===== config.mk =====
export PLATFORM = sky130hd
export DESIGN_NAME = fetch_unit_flat
export DESIGN_NICKNAME = d
export VERILOG_FILES = /design/src/rtl/fetch_unit_if.sv /design/src/rtl/fetch_unit.sv /design/src/flat_wrapper.sv
export SDC_FILE = /design/constraint.sdc
export NUM_CORES = 1
export LEC_CHECK = 0
export BUFFER_PORTS_ARGS = -buffer_cell sky130_fd_sc_hd__buf_2
export CORE_MARGIN = 2
export CORE_UTILIZATION = 35
export CTS_BUF_LIST = sky130_fd_sc_hd__clkbuf_16
export DETAILED_ROUTE_END_ITERATION = 16
export PLACE_DENSITY = 0.71
export SETUP_SLACK_MARGIN = 0.2
export SYNTH_ARGS = -nofsm -noshare
export SYNTH_HDL_FRONTEND = slang
export SYNTH_SLANG_ARGS = --single-unit
export TNS_END_PERCENT = 5

===== constraint.sdc =====
create_clock -name clk -period 1.6 [get_ports clk]
set_input_delay 0.08 -clock clk [delete_from_list [all_inputs] [get_ports clk]]
set_output_delay 0.08 -clock clk [all_outputs]
set_load 0.005 [all_outputs]

===== src/rtl/fetch_unit_if.sv =====
`default_nettype none
// ============================================================================
//  Module      : fetch_if
//  Description : Instruction-memory and issue handshake bundle of fetch_unit.
//  Revision    : 1.0  initial release
// ============================================================================
interface fetch_if;
    logic        imem_req;
    logic [11:0] imem_addr;
    logic        imem_ack;
    logic [15:0] imem_rdata;
    logic [3:0]  op;
    logic [11:0] operand;
    logic        issue_valid;
    logic        issue_ready;
    logic        jump;
    logic        branch;
    logic        acc_zero;

    modport master (
        output imem_req, imem_addr, op, operand, issue_valid,
        input  imem_ack, imem_rdata, issue_ready, jump, branch, acc_zero
    );

    modport slave (
        input  imem_req, imem_addr, op, operand, issue_valid,
        output imem_ack, imem_rdata, issue_ready, jump, branch, acc_zero
    );
endinterface
`default_nettype wire


===== src/rtl/fetch_unit.sv =====
`default_nettype none
// ============================================================================
//  Module      : fetch_unit
//  Description : Instruction fetch/issue sequencer with PC update on issue.
//                Define FETCH_UNIT_PREFETCH_EN for a one-entry prefetch buffer.
//  Revision    : 1.0  initial release
// ============================================================================
module fetch_unit #(
    parameter logic [11:0] RESET_PC = 12'h000
) (
    input  wire         clk,
    input  wire         rst,
    input  wire         run,
    fetch_if.master     bus,
    output logic [11:0] pc
);

    localparam logic [1:0] S_IDLE  = 2'd0;
    localparam logic [1:0] S_FETCH = 2'd1;
    localparam logic [1:0] S_ISSUE = 2'd2;
`ifdef FETCH_UNIT_PREFETCH_EN
    localparam logic [1:0] S_DROP  = 2'd3;
`endif

    logic [1:0]  r_state, w_state_nxt;
    logic [11:0] r_pc, w_pc_nxt;
    logic [15:0] r_ir, w_ir_nxt;
    logic        w_req;
    logic [11:0] w_addr;
    logic        w_valid;
    logic        w_hs;
    logic        w_taken;
    logic [11:0] w_pc_inc;
`ifdef FETCH_UNIT_PREFETCH_EN
    logic [15:0] r_buf, w_buf_nxt;
    logic        r_buf_valid, w_buf_valid_nxt;
    logic [11:0] r_drop_addr, w_drop_addr_nxt;
`endif

    assign w_pc_inc = r_pc + 12'd1;
    assign w_hs     = (r_state == S_ISSUE) && bus.issue_ready;
    assign w_taken  = bus.jump || (bus.branch && bus.acc_zero);

    always_comb begin
        w_state_nxt = r_state;
        w_pc_nxt    = r_pc;
        w_ir_nxt    = r_ir;
        w_req       = 1'b0;
        w_addr      = r_pc;
        w_valid     = 1'b0;
`ifdef FETCH_UNIT_PREFETCH_EN
        w_buf_nxt       = r_buf;
        w_buf_valid_nxt = r_buf_valid;
        w_drop_addr_nxt = r_drop_addr;
`endif
        case (r_state)
            S_IDLE: begin
                if (run) w_state_nxt = S_FETCH;
            end
            S_FETCH: begin
                w_req = 1'b1;
                if (bus.imem_ack) begin
                    w_ir_nxt    = bus.imem_rdata;
                    w_state_nxt = S_ISSUE;
                end
            end
            S_ISSUE: begin
                w_valid = 1'b1;
`ifdef FETCH_UNIT_PREFETCH_EN
                w_req  = !r_buf_valid;
                w_addr = w_pc_inc;
                if (w_hs) begin
                    w_pc_nxt        = w_taken ? r_ir[11:0] : w_pc_inc;
                    w_buf_valid_nxt = 1'b0;
                    // An unacked prefetch cannot be withdrawn; drain it before leaving.
                    if (w_req && !bus.imem_ack && (w_taken || !run)) begin
                        w_drop_addr_nxt = w_pc_inc;
                        w_state_nxt     = S_DROP;
                    end else if (!run) begin
                        w_state_nxt = S_IDLE;
                    end else if (w_taken) begin
                        w_state_nxt = S_FETCH;
                    end else if (r_buf_valid) begin
                        w_ir_nxt = r_buf;
                    end else if (bus.imem_ack) begin
                        w_ir_nxt = bus.imem_rdata;
                    end else begin
                        // New pc equals the prefetch address, so FETCH continues the same request.
                        w_state_nxt = S_FETCH;
                    end
                end else if (w_req && bus.imem_ack) begin
                    w_buf_nxt       = bus.imem_rdata;
                    w_buf_valid_nxt = 1'b1;
                end
`else
                if (w_hs) begin
                    w_pc_nxt    = w_taken ? r_ir[11:0] : w_pc_inc;
                    w_state_nxt = run ? S_FETCH : S_IDLE;
                end
`endif
            end
`ifdef FETCH_UNIT_PREFETCH_EN
            S_DROP: begin
                w_req  = 1'b1;
                w_addr = r_drop_addr;
                if (bus.imem_ack) w_state_nxt = run ? S_FETCH : S_IDLE;
            end
`endif
            default: w_state_nxt = S_IDLE;
        endcase
    end

    always_ff @(posedge clk or posedge rst) begin
        if (rst) begin
            r_state <= S_IDLE;
            r_pc    <= RESET_PC;
            r_ir    <= 16'h0000;
`ifdef FETCH_UNIT_PREFETCH_EN
            r_buf       <= 16'h0000;
            r_buf_valid <= 1'b0;
            r_drop_addr <= 12'h000;
`endif
        end else begin
            r_state <= w_state_nxt;
            r_pc    <= w_pc_nxt;
            r_ir    <= w_ir_nxt;
`ifdef FETCH_UNIT_PREFETCH_EN
            r_buf       <= w_buf_nxt;
            r_buf_valid <= w_buf_valid_nxt;
            r_drop_addr <= w_drop_addr_nxt;
`endif
        end
    end

    assign bus.imem_req    = w_req;
    assign bus.imem_addr   = w_addr;
    assign bus.issue_valid = w_valid;
    assign bus.op          = w_valid ? r_ir[15:12] : 4'h0;
    assign bus.operand     = w_valid ? r_ir[11:0] : 12'h000;
    assign pc              = r_pc;

endmodule
`default_nettype wire

===== src/flat_wrapper.sv =====
// flat-port wrapper written by rule: the top's interface ports become plain ports
module fetch_unit_flat 
#(
    parameter logic [11:0] RESET_PC = 12'h000
)
  (clk, rst, run, pc, bus_imem_req, bus_imem_addr, bus_op, bus_operand, bus_issue_valid, bus_imem_ack, bus_imem_rdata, bus_issue_ready, bus_jump, bus_branch, bus_acc_zero);
  fetch_if bus_i ();
  input  wire clk;
  input  wire rst;
  input  wire run;
  output logic [11:0] pc;
  output wire logic [$bits(bus_i.imem_req)-1:0] bus_imem_req;
  output wire logic [$bits(bus_i.imem_addr)-1:0] bus_imem_addr;
  output wire logic [$bits(bus_i.op)-1:0] bus_op;
  output wire logic [$bits(bus_i.operand)-1:0] bus_operand;
  output wire logic [$bits(bus_i.issue_valid)-1:0] bus_issue_valid;
  input wire logic [$bits(bus_i.imem_ack)-1:0] bus_imem_ack;
  input wire logic [$bits(bus_i.imem_rdata)-1:0] bus_imem_rdata;
  input wire logic [$bits(bus_i.issue_ready)-1:0] bus_issue_ready;
  input wire logic [$bits(bus_i.jump)-1:0] bus_jump;
  input wire logic [$bits(bus_i.branch)-1:0] bus_branch;
  input wire logic [$bits(bus_i.acc_zero)-1:0] bus_acc_zero;
  assign bus_imem_req = bus_i.imem_req;
  assign bus_imem_addr = bus_i.imem_addr;
  assign bus_op = bus_i.op;
  assign bus_operand = bus_i.operand;
  assign bus_issue_valid = bus_i.issue_valid;
  assign bus_i.imem_ack = bus_imem_ack;
  assign bus_i.imem_rdata = bus_imem_rdata;
  assign bus_i.issue_ready = bus_issue_ready;
  assign bus_i.jump = bus_jump;
  assign bus_i.branch = bus_branch;
  assign bus_i.acc_zero = bus_acc_zero;
  fetch_unit #(.RESET_PC(RESET_PC)) u_core (.clk(clk), .rst(rst), .run(run), .bus(bus_i), .pc(pc));
endmodule

# ---- Yosys cells after proc, flatten, opt, wreduce, memory -nomap -nowiden
# Cells that the tools add are included.
dict set report classes {
  add_sub_neg 1
  eq_ne 5
  muxes 10
  reduce_logical 7
}
# op n
set op_table {}
lappend op_table {{$mux W12} 2}
lappend op_table {{$add A12 B1 Y12 const B} 1}
lappend op_table {{$mux W2} 3}
lappend op_table {{$pmux W2 S3} 1}
lappend op_table {{$mux W4} 1}
lappend op_table {{$ne A2 B2 Y1 const B} 2}
lappend op_table {{$reduce_and A2 Y1} 2}
lappend op_table {{$mux W1} 3}
lappend op_table {{$reduce_and A3 Y1} 1}
lappend op_table {{$eq A2 B1 Y1 const B} 1}
lappend op_table {{$eq A2 B2 Y1 const B} 1}
lappend op_table {{$logic_and A1 B1 Y1} 2}
lappend op_table {{$logic_not A2 Y1} 1}
lappend op_table {{$ne A2 B1 Y1 const B} 1}
lappend op_table {{$logic_or A1 B1 Y1} 1}
dict set report totals {
  reg_bits 30
  inputBits 24
  out_inout_bits 42
}

# ---- Depth between registers and ports, before layout
# Gate-level depths: netlist of run 1.
dict set report logic_depth {
  ltp_word 4
  depth_mapped 5
}

# ---- Worst setup path before layout of run 1
# OpenSTA, ideal clock, no wires.
dict set report synth_timing {
  path_kind {register -> register}
  start {register u_core.r_pc[0] (netlist: u_core.bus.imem_addr[0])}
  end {register u_core.r_pc[10] (netlist: u_core.bus.imem_addr[10])}
  setup_ns 0.079
  t_arrival_ns 1.210
  required_ns 1.521
  setup_slack_ns 0.311
  stages_incl_launch_ff 6
  path_buffers 0
  synth_period_minus_slack_ns 1.289
  path_cell_list {dfrtp_1 > ha_1 > and3_1 > nand3_1 > a21oi_1 > a2bb2oi_1}
}
dict set report synth_via {
  elab_chain_len 2
}
# element line
set synth_lines {}
lappend synth_lines {{from (decl)} fetch_unit.sv:26} ;# logic [11:0] r_pc, w_pc_nxt;
lappend synth_lines {{from (signal assigned)} fetch_unit.sv:125} ;# r_pc <= w_pc_nxt;
lappend synth_lines {{$add A12 B1 Y12} fetch_unit.sv:40} ;# assign w_pc_inc = r_pc + 12'd1;
lappend synth_lines {{$mux W12} fetch_unit.sv:97} ;# w_pc_nxt = w_taken ? r_ir[11:0] : w_pc_inc;
# No other way between the ends.
# A chain may end at the register's enable or synchronous reset.

# ---- Worst setup path in the final report of run 1
dict set report layout_timing {
  start {register u_core.r_state[0]}
  end {output port bus_operand[10]}
}
dict set report layout_via {
  elab_chain_len 3
}
# element line
set layout_lines {}
lappend layout_lines {{from (decl)} fetch_unit.sv:25} ;# logic [1:0] r_state, w_state_nxt;
lappend layout_lines {{from (signal assigned)} fetch_unit.sv:124} ;# r_state <= w_state_nxt;
lappend layout_lines {{$eq A2 B2 Y1} fetch_unit.sv:56} ;# case (r_state)
lappend layout_lines {{$mux W1} fetch_unit.sv:56}
lappend layout_lines {{$mux W12} fetch_unit.sv:139} ;# assign bus.operand = w_valid ? r_ir[11:0] : 12'h000;
lappend layout_lines {{to (decl)} flat_wrapper.sv:15} ;# output wire logic [$bits(bus_i.operand)-1:0] bus_operand;
# No other way between the ends.

==> results of run 1 <==
## metal layers
| metal | track usage [%] | up-vias |
|---|---|---|
| li1 | - | 696 |
| met4 | 6.061 | 0 |
| met1 | 22.09 | 693 |
| met2 | 23.41 | 53 |
| met5 | 0 | - |
| met3 | 3.841 | 4 |
## per-stage QoR
stage	setup slack, ns	total power, uW	hold slack (ns)
after global placement	0.2556	3042	0.1781
after detailed placement	0.1875	3084	0.1776
after global routing	0.1501	4333	0.03582
after floorplan	0.3105	2608	0.1663
after CTS	0.1874	4011	0.03183
final	0.2158	4018	0.03799
## repair_timing
item / CTS / global route
endpoints found under the hold margin: 30 / 0
gates cloned: 0 / 0
hold buffers: 1 / 0
setup buffers: 3 / 1
endpoints found under the setup margin: 13 / 31
gates resized for setup: 1 / 5
pin swaps: 0 / 1
## area by class of cell
class,count,area [um^2]
clock buffers,5,125.1
well taps,54,67.56
repair buffers,75,406.6
clock inverters,2,7.507
fillers,461,2501
flip-flops and latches,30,752.0
multi-input cells,111,820.8
inverters,3,11.26
## worst max-delay path, stage by stage, from the launching register on
cell	delay [ns]
dfrtp_1	0.37
and2b_2	0.25
buf_6	0.14
and2_1	0.15
buf_2	0.12
## placed cells by master (no fill, tap or decap), types with 2 or more instances in the layout
| cell | netlist | final |
|---|---|---|
| buf_2 | 3 | 65 |
| dfrtp_1 | 30 | 29 |
| and2_1 | 16 | 16 |
| a21oi_1 | 15 | 15 |
| nand2_1 | 10 | 10 |
| mux2_4 | 9 | 9 |
| nand3_1 | 8 | 8 |
| buf_4 | 14 | 8 |
| o21ai_0 | 7 | 7 |
| mux2_2 | 7 | 7 |
| o22ai_1 | 6 | 6 |
| inv_1 | 3 | 5 |
| clkbuf_16 | 0 | 5 |
| nor2_1 | 4 | 4 |
| and3_1 | 4 | 3 |
| a2bb2oi_1 | 4 | 3 |
| o31ai_1 | 3 | 3 |
| nor3_1 | 2 | 2 |
| nand4_1 | 2 | 2 |
## where the power goes
part / leakage (uW) / total, uW / internal (uW) / switching, uW
clock: 0.0000723 / 850 / 553 / 297
combinational: 0.000660 / 1640 / 937 / 707
sequential: 0.000353 / 1520 / 1140 / 383
total: 0.00108 / 4020 / 2630 / 1390
## flip-flops by register name, indices dropped and copies added (netlist names)
register / count
u_core.r_ir: 16
u_core.bus.imem_addr: 12
u_core.r_state: 2
## final timing paths
| check | cells past startpoint | endpoint | slack, ns |
|---|---|---|---|
| max reg2reg | 4 | u_core.bus.imem_addr[0] | 0.23 |
| max in group asynchronous | 4 | u_core.bus.imem_addr[1] | 0.87 |
| min | 2 | u_core.r_ir[5] | 0.04 |
| min reg2reg | 1 | u_core.r_ir[13] | 0.50 |
| max | 4 | bus_operand[10] | 0.22 |
| min in group asynchronous | 4 | u_core.bus.imem_addr[6] | 0.43 |
## cells by family (layout without fill, tap and decap cells)
logic type | count (synthesis) | in the layout | synth area share (%)
flops | 30 | 30 | 44.18
simple gates | 54 | 54 | 18.93
compound gates | 40 | 40 | 14.95
buf+inv | 22 | 85 | 8.615
fa+ha+maj | 1 | 1 | 0.7363
mux | 16 | 16 | 12.59
==> summary.txt, run 1 <==
Placed design
  • Placed instance area: around 2000 um^2
  • Port Buffer Count: 65
  • Final Wtd Congestion: approximately 0.75
  • Dpl cells: ~270
  • Post-DP HPWL: 2809 um

Drt
  • Remaining antenna violation count after routing: 0
  • DR WL met3: 219 um
  • Post-route DRC: 0
  • Max layer used: met4
  • Routed WL: about 4000 um
  • Initial drt markers: between 90 and 100
  • Met2 routed WL: ~1900 um
  • Via density: a little over 5
  • Vias: between 1000 and 1500
  • Wl on met1: 1828 um
  • WL/cell: roughly 14 um
  • DRT Pass-1 Iters: 4

Critical path
  • Crit-path max FO: 13
  • Critical Path Start: u_core.r_state[0]
  • Worst Setup Start Kind: flop
  • Worst EP arrival: 1.30 ns
  • RR Startpoint: u_core.r_state[1]
  • Required time worst endpoint: around 1.5 ns
  • CP Capture Type: output pin
  • Critical path class: reg -> out

STA
  • Fmax: approximately 0.72 GHz
  • Pins Over Slew Limit: 0
  • Setup violators final: 0
  • Setup Skew: ~0.0032 ns
  • RSZ-0062 raised after global routing: true
  • Final period util: about 87%
  • Measured slew at the worst slew-check pin: roughly 0.43 ns
  • Tmin final: ~1.4 ns
  • Setup_tns: 0 ns
  • Relative slew slack: 71.07%
  • Final hold vios: 0

Floorplan
  • # IOs: 66
  • FP Rows: 25
  • Die Y: roughly 74 um
  • Core area: ~4700 um^2
  • Die ar.: 5428 um^2
  • Initial Util: 36.21%
  • Die width: 73.68 um

GRT
  • First-pass GRT wire length: 6465 um
  • GRT Util Overall: ~16%
  • Antenna violations before repair: 0
  • Number of global-route vias before repair: 1341
  • Largest net degree at the start of global routing: 31
  • GR Overflow Total: 0

Finish
  • Fin area: approximately 2200 um^2
  • Area grow syn2layout: 28.94%
  • Fin nets: 251
  • Final core utilization: about 47%
  • Post-Layout Cell Count: 280
  • Fraction of layout cells with a size suffix above 1: between 40% and 50%
  • # diodes: 0

Synth
  • Most common cell in the netlist: dfrtp_1
  • Synth area leader: dfrtp_1
  • Seq/Total Area, Yosys: about 44%
  • Top cells by area, synth: dfrtp_1 (44%), mux2_4 (8.0%), buf_4 (6.2%)
  • Synth Flop Type: dfrtp_1
  • Unique masters post-synth: 34
  • Synth warn: 0
  • Syn Area/Cell: between 10 and 15 um^2
  • Mapped Cells: around 160
  • Synthesized area: around 1700 um^2
  • Number of flops mapped to enable cells by yosys: 0
  • Syn Nets: 188
  • Post-synth top cells: dfrtp_1 (30), and2_1 (16), a21oi_1 (15)
  • Synth top area share: between 40% and 50%
  • Flops & latches, synth: 30
  • Async set-reset flop share out of synthesis: 100.0%

Min path
  • Hold Crit Class: in -> reg
  • HP Start: bus_imem_rdata[5]

Clock network
  • Clk sinks: 30
  • Clock-pin slew on the worst setup and hold paths: around 0.05 ns
  • Later-pin clock latency in the skew report: around 0.27 ns
  • Num CTS Buffers: 5
  • H-Tree Depth: 2
  • Clk buf depth: 2
  • Root Driver: clkbuf_16
  • CTS tree: built

Pwr
  • Cell Pwr Density: around 1800 nW/um^2
  • Worst IR Drop VDD: about 860 uV
  • Leakage: 0.001085 uW

Status
  • Status: complete, no violations

Run
  • Max cap viols: 0
No activity file was read; power rests on OpenSTA's default activity.
==> inputs of run 2 (changes only) <==
Settings changed: CTS_BUF_LIST sky130_fd_sc_hd__clkbuf_16 to not set.
==> run 2 against run 1 <==
Effect of this change: total power decreased by 7.5%; sequential share of layout area increased by 1.1 points; clock-buffer cell count increased by 2; combinational power about the same; wire length decreased by 1.4%; register-to-register slack got worse by 0.04 ns; core utilization decreased by 1.4 points; setup slack got worse by 0.023 ns; non-clock buffer count unchanged; clock power decreased by 33%; final cell count unchanged; design area decreased by 3.0%.
==> summary.txt, run 2 (synthesis results as in run 1) <==
Floorplan
  • FP Rows: 25 (unchanged)
  • Initial Util: 36.21% (unchanged)
  • Die ar.: 5428 um^2 (unchanged)
  • # IOs: 66 (unchanged)
  • Die width: 73.68 um (unchanged)
  • Die Y: 73.68 um (unchanged)
  • Core area: 4692 um^2 (unchanged)

Min path
  • WHS Path Cells: 2 (unchanged)
  • Hold Crit Class: in -> reg

Finish
  • Max reg flops: 16 (unchanged)
  • Commonest non-fill, non-tap cells in the layout: buf_2 (65), dfrtp_1 (29), and2_1 (16)
  • # diodes: 0 (unchanged)
  • Fin nets: 251 (unchanged)
  • Fraction of layout cells with a size suffix above 1: 46.90% (unchanged)
  • Area grow syn2layout: 25.11%
  • Fin area: 2126 um^2 (-3.0%)
  • Top reg by flops: u_core.r_ir
  • Post-Layout Cell Count: 280 (unchanged)
  • Most common cell after layout, fill and taps aside: buf_2

Critical path
  • Worst Path Buf+Inv: 1 (-1)
  • CP Capture Type: flop
  • Critical path depth: 4 (unchanged)
  • Reg2Reg Depth: 4 (unchanged)
  • Crit-path max FO: 17 (+4)
  • Crit path largest cell delay: 0.39 ns (+0.02 ns)
  • Worst Setup Start Kind: flop
  • Worst EP arrival: 1.57 ns (+0.27 ns)
  • CP max-delay cell: dfrtp_1
  • CP delay by family, top: flip-flops
  • Worst-path cell chain: buf_4 > nor2b_4 > nand2_4 > mux2_2
  • Required time worst endpoint: 1.76 ns (+0.24 ns)
  • Critical path class: reg -> reg

Drt
  • WL/cell: 14.06 um (-1.4%)
  • Initial drt markers: 65 (-33%)
  • DRT Pass-1 Iters: 4 (unchanged)
  • Vias: 1435 (-0.76%)
  • Via density: 5.125 (-0.76%)
  • Routed WL: 3938 um (-1.4%)
  • Post-route DRC: 0 (unchanged)
  • Remaining antenna violation count after routing: 0 (unchanged)

Placed design
  • Post-DP HPWL: 2809 um (unchanged)
  • Final Wtd Congestion: 0.7531 (unchanged)
  • Port Buffer Count: 65 (unchanged)
  • Pre-CTS setup slack: 0.1875 ns (unchanged)
  • Dpl cells: 268 (unchanged)
  • Placed instance area: 1994 um^2 (unchanged)

GRT
  • Antenna violations before repair: 0 (unchanged)
  • First-pass GRT wire length: 6403 um (-0.96%)
  • GR Overflow Total: 0 (unchanged)
  • Largest net degree at the start of global routing: 31 (unchanged)
  • GRT Util Overall: 15.57% (-0.17 points)
  • Number of global-route vias before repair: 1341 (unchanged)

Clock network
  • Clock-pin slew on the worst setup and hold paths: 0.06 ns (about the same)
  • H-Tree Depth: 2 (unchanged)
  • Root Driver: clkbuf_8
  • Clk sinks: 30 (unchanged)
  • CTS tree: built
  • Clk buf depth: 2 (unchanged)
  • Num CTS Buffers: 5 (unchanged)
  • Later-pin clock latency in the skew report: 0.28 ns (about the same)

STA
  • Setup_tns: 0 ns (unchanged)
  • Hold Slack: 0.02664 ns (-0.01134 ns)
  • Fmax: 0.7109 GHz (-1.6%)
  • RSZ-0062 raised after global routing: true
  • Final hold vios: 0 (unchanged)
  • Setup Skew: 0.005303 ns (+0.002124 ns)
  • Setup violators final: 0 (unchanged)
  • Measured slew at the worst slew-check pin: 0.4310 ns (-0.001581 ns)
  • Final period util: 87.92% (+1.4 points)
  • Setup ws final: 0.1933 ns (-0.02255 ns)
  • Relative slew slack: 71.18% (+0.11 points)
  • Pins Over Slew Limit: 0 (unchanged)
  • Tmin final: 1.407 ns (+0.02255 ns)

Pwr
  • Cell Pwr Density: 1748 nW/um^2 (-4.7%)
  • Worst IR Drop VDD: 884.3 uV (+3.2%)
  • Leakage: 0.001055 uW (-2.7%)

Run
  • Max cap viols: 0 (unchanged)

Status
  • Status: complete, no violations
## run 2: cell count changes in the layout (fill, tap and decap cells not counted)
cell and delta:
clkbuf_16 -5, clkbuf_8 +5, clkbuf_1 +2, inv_1 -2, nand2_4 +1, nand2_8 -1
## run 2: worst paths after layout
check,startpoint,to,slack [ns]
worst min register to register,u_core.r_ir[13],u_core.r_ir[13],0.50
min in group asynchronous,rst,u_core.r_ir[10],0.42
worst min-delay path,bus_issue_ready,u_core.r_state[1],0.03
worst max register to register,u_core.r_state[0],u_core.r_ir[12],0.19
max in group asynchronous,rst,u_core.bus.imem_addr[1],0.88
worst max-delay path,u_core.r_state[0],u_core.r_ir[12],0.19
## run 2: area by class of cell
cell class	instances	area [um^2]
timing repair buffer	75	406.6
tap	54	67.56
sequential	30	752.0
fill	468	2566
inverter	3	11.26
multi-input combinational	111	812.0
clock buffer	7	76.32
## run 2: worst reg2reg max path, stage by stage (launching register included)
cell and delay [ns]:
dfrtp_1 0.39, buf_4 0.15, nor2b_4 0.13, nand2_4 0.24
mux2_2 0.38
## run 2: metal layers
layer | share of wire, % | GRT usage, % | routed length (um)
met3 | 4.8 | 3.841 | 190
met2 | 47 | 23.21 | 1857
met4 | 0.99 | 6.061 | 39
met1 | 47 | 21.74 | 1851
met5 | 0 | 0 | 0
## run 2: where the power goes
part	switching, uW	total, uW	internal, uW
Clock	267	566	299
Sequential	387	1530	1140
Combinational	694	1620	931
## run 2: through the flow
| stage | utilization, % | total power (uW) |
|---|---|---|
| finish | 45.31 | 3716 |
| global route | 45.31 | 4022 |
| CTS | 45.07 | 3727 |
| detailed placement | 42.51 | 3084 |
| global placement | 42.51 | 3042 |
| floorplan | - | 2608 |
## run 2: repair_timing
action                                  in CTS  in global routing
hold buffers                                 1                  0
endpoints found under the setup margin      13                 33
pin swaps                                    0                  1
hold endpoints to repair                    30                  0
setup buffers                                4                  0
resized for setup                            1                  4
==> inputs of run 3 (changes only) <==
Settings changed: CORE_UTILIZATION 35 to 47, PLACE_DENSITY 0.71 to 0.87, RECOVER_POWER set to 100.
==> run 3 against run 2 <==
Effect of this change: total power decreased by 3.5%; clock-buffer cell count unchanged; wire length increased by 12%; register-to-register slack got worse by 0.08 ns; design area increased by 5.7%; sequential share of layout area decreased by 1.9 points; setup slack got worse by 0.090 ns; final cell count increased by 5.4%; largest cell class unchanged.
==> summary.txt, run 3 (synthesis results as in run 1) <==
Pwr
  • Power Internal: 2198 uW (-7.2%)
  • Cell Pwr Density: 1597 nW/um^2 (-8.7%)
  • Logic pwr share: 45.9% (+2.2 points)
  • Clock share of power: 11.5% (-3.7 points)
  • Switching Fraction: 38.71% (+2.5 points)
  • Switching power: 1388 uW (+3.0%)
  • Worst IR Drop VDD: 945.2 uV (+6.9%)
  • Flop pwr share: 42.6% (+1.5 points)
  • Leakage: 0.001084 uW (+2.7%)

GRT
  • GR Overflow Total: 0 (unchanged)
  • GRT busiest layer: met2
  • GRT Util Overall: 23.09% (+7.5 points)
  • Antenna violations before repair: 0 (unchanged)
  • Grt met1 use: 28.80% (+7.1 points)
  • Largest net degree at the start of global routing: 31 (unchanged)
  • Number of global-route vias before repair: 1545 (+15%)
  • First-pass GRT wire length: 7293 um (+14%)
  • Met3 Track Usage GR: 4.930% (+1.1 points)
  • Met2 global-route usage: 37.37% (+14 points)

Drt
  • Initial drt markers: 58 (-11%)
  • WL/cell: 14.93 um (+6.2%)
  • Vias: 1566 (+9.1%)
  • Via density: 5.308 (+3.6%)
  • DRT Pass-1 Iters: 4 (unchanged)
  • Routed WL: 4405 um (+12%)
  • Remaining antenna violation count after routing: 0 (unchanged)
  • Post-route DRC: 0 (unchanged)

Clock network
  • Num CTS Buffers: 5 (unchanged)
  • Clock-pin slew on the worst setup and hold paths: 0.08 ns (+0.02 ns)
  • Clk buf depth: 2 (unchanged)
  • Clk sinks: 30 (unchanged)
  • CTS tree: built
  • Root Driver: clkbuf_4
  • Later-pin clock latency in the skew report: 0.34 ns (+0.06 ns)
  • H-Tree Depth: 2 (unchanged)

STA
  • Setup_tns: 0 ns (unchanged)
  • Relative slew slack: 50.04% (-21 points)
  • Fmax: 0.6682 GHz (-6.0%)
  • Final period util: 93.53% (+5.6 points)
  • Setup violators final: 0 (unchanged)
  • Hold Slack: 0.01125 ns (-0.01539 ns)
  • Final hold vios: 0 (unchanged)
  • Tmin final: 1.496 ns (+0.08976 ns)
  • Measured slew at the worst slew-check pin: 0.7494 ns (+0.3184 ns)
  • Pins Over Slew Limit: 0 (unchanged)
  • Setup Skew: 0.009348 ns (+0.004045 ns)
  • RSZ-0062 raised after global routing: true

Floorplan
  • Core area: 3416 um^2 (-27%)
  • Initial Util: 49.74% (+14 points)
  • # IOs: 66 (unchanged)
  • Die Y: 64.13 um (-13%)
  • FP Rows: 21 (-16%)
  • Die ar.: 4112 um^2 (-24%)
  • Die width: 64.13 um (-13%)

Critical path
  • Reg2Reg Depth: 4 (unchanged)
  • Worst r2r dst: u_core.bus.imem_addr[9]
  • Required time worst endpoint: 1.52 ns (-0.24 ns)
  • RR Startpoint: u_core.r_state[0]
  • Crit-path max FO: 7 (-10)
  • Critical Path Start: u_core.r_state[0]
  • Reg2Reg Setup Slack: 0.11 ns (-0.08 ns)
  • Worst Setup Start Kind: flop
  • CP Capture Type: output pin
  • Critical path class: reg -> out
  • Worst EP arrival: 1.42 ns (-0.15 ns)

Finish
  • Fin nets: 274 (+9.2%)
  • Max reg flops: 16 (unchanged)
  • Fillers: 281 (-40%)
  • Post-Layout Cell Count: 295 (+5.4%)
  • Fin area: 2246 um^2 (+5.7%)
  • # diodes: 0 (unchanged)
  • Top reg by flops: u_core.r_ir
  • Most common cell after layout, fill and taps aside: buf_2
  • Commonest non-fill, non-tap cells in the layout: buf_2 (56), dfrtp_1 (30), dlygate4sd3_1 (18)
  • Area grow syn2layout: 32.18%
  • Fraction of layout cells with a size suffix above 1: 36.55% (-10 points)

Min path
  • Hold Crit Class: in -> reg
  • Hold EP: u_core.r_state[0]
  • HP Start: run
  • WHS Path Cells: 3 (+1)

Placed design
  • Dpl cells: 260 (-3.0%)
  • Port Buffer Count: 65 (unchanged)
  • Post-DP HPWL: 2846 um (+1.3%)
  • Placed instance area: 1984 um^2 (-0.50%)
  • Final Wtd Congestion: 0.7556 (+0.33%)

Status
  • Status: complete, no violations

Run
  • Max cap viols: 0 (unchanged)
==> run 3: what timing repair did <==
item | in CTS | in global routing
hold buffers | 18 | 0
endpoints found under the setup margin | 18 | 21
cloned | 3 | 0
gates resized for setup | 5 | 0
hold endpoints to repair | 47 | 0
buffers inserted | 5 | 2
==> run 3: worst max path at each step <==
stage                                     to  slack (ns)
global route                 u_core.r_ir[15]        0.06
detailed placement  u_core.bus.imem_addr[10]        0.15
global placement    u_core.bus.imem_addr[10]        0.27
finish                        bus_operand[4]        0.10
floorplan           u_core.bus.imem_addr[10]        0.31
CTS                          bus_operand[11]        0.18
==> run 3: power groups by stage <==
stage | sequential, uW | clock, uW | combinational (uW)
after floorplan | 1470 | 0 | 1140
after global placement | 1520 | 0 | 1490
after detailed placement | 1550 | 0 | 1530
after CTS | 1520 | 423 | 1720
after global routing | 1590 | 452 | 1810
final | 1530 | 413 | 1650
==> run 3: layout make-up <==
class | instances | area (um^2) | share of cell area, %
well taps | 46 | 57.56 | 2.563
inverters | 3 | 11.26 | 0.5014
flip-flops and latches | 30 | 750.7 | 33.43
repair buffers | 95 | 564.3 | 25.13
clock buffers | 7 | 45.04 | 2.006
multi-input cells | 114 | 817.0 | 36.38
==> run 3: critical path, cell delays in order, from the launching register on <==
cell     delay [ns]
dfrtp_1        0.45
and2b_1        0.34
and2_0         0.17
buf_2          0.12
==> run 3: per-layer routing <==
metal,up-vias,share of wire [%]
li1,749,-
met1,732,42
met2,72,49
met3,13,6.6
met4,0,2.4
met5,-,0
==> run 3: through the flow <==
| step | utilization [%] | power [uW] | setup slack, ns |
|---|---|---|---|
| 2_1_floorplan | - | 2608 | 0.3105 |
| 3_3_place_gp | 58.10 | 3008 | 0.2695 |
| 3_5_place_dp | 58.10 | 3083 | 0.1533 |
| 4_1_cts | 66.67 | 3667 | 0.1828 |
| 5_1_grt | 65.75 | 3851 | 0.06046 |
| 6_report | 65.75 | 3586 | 0.1035 |
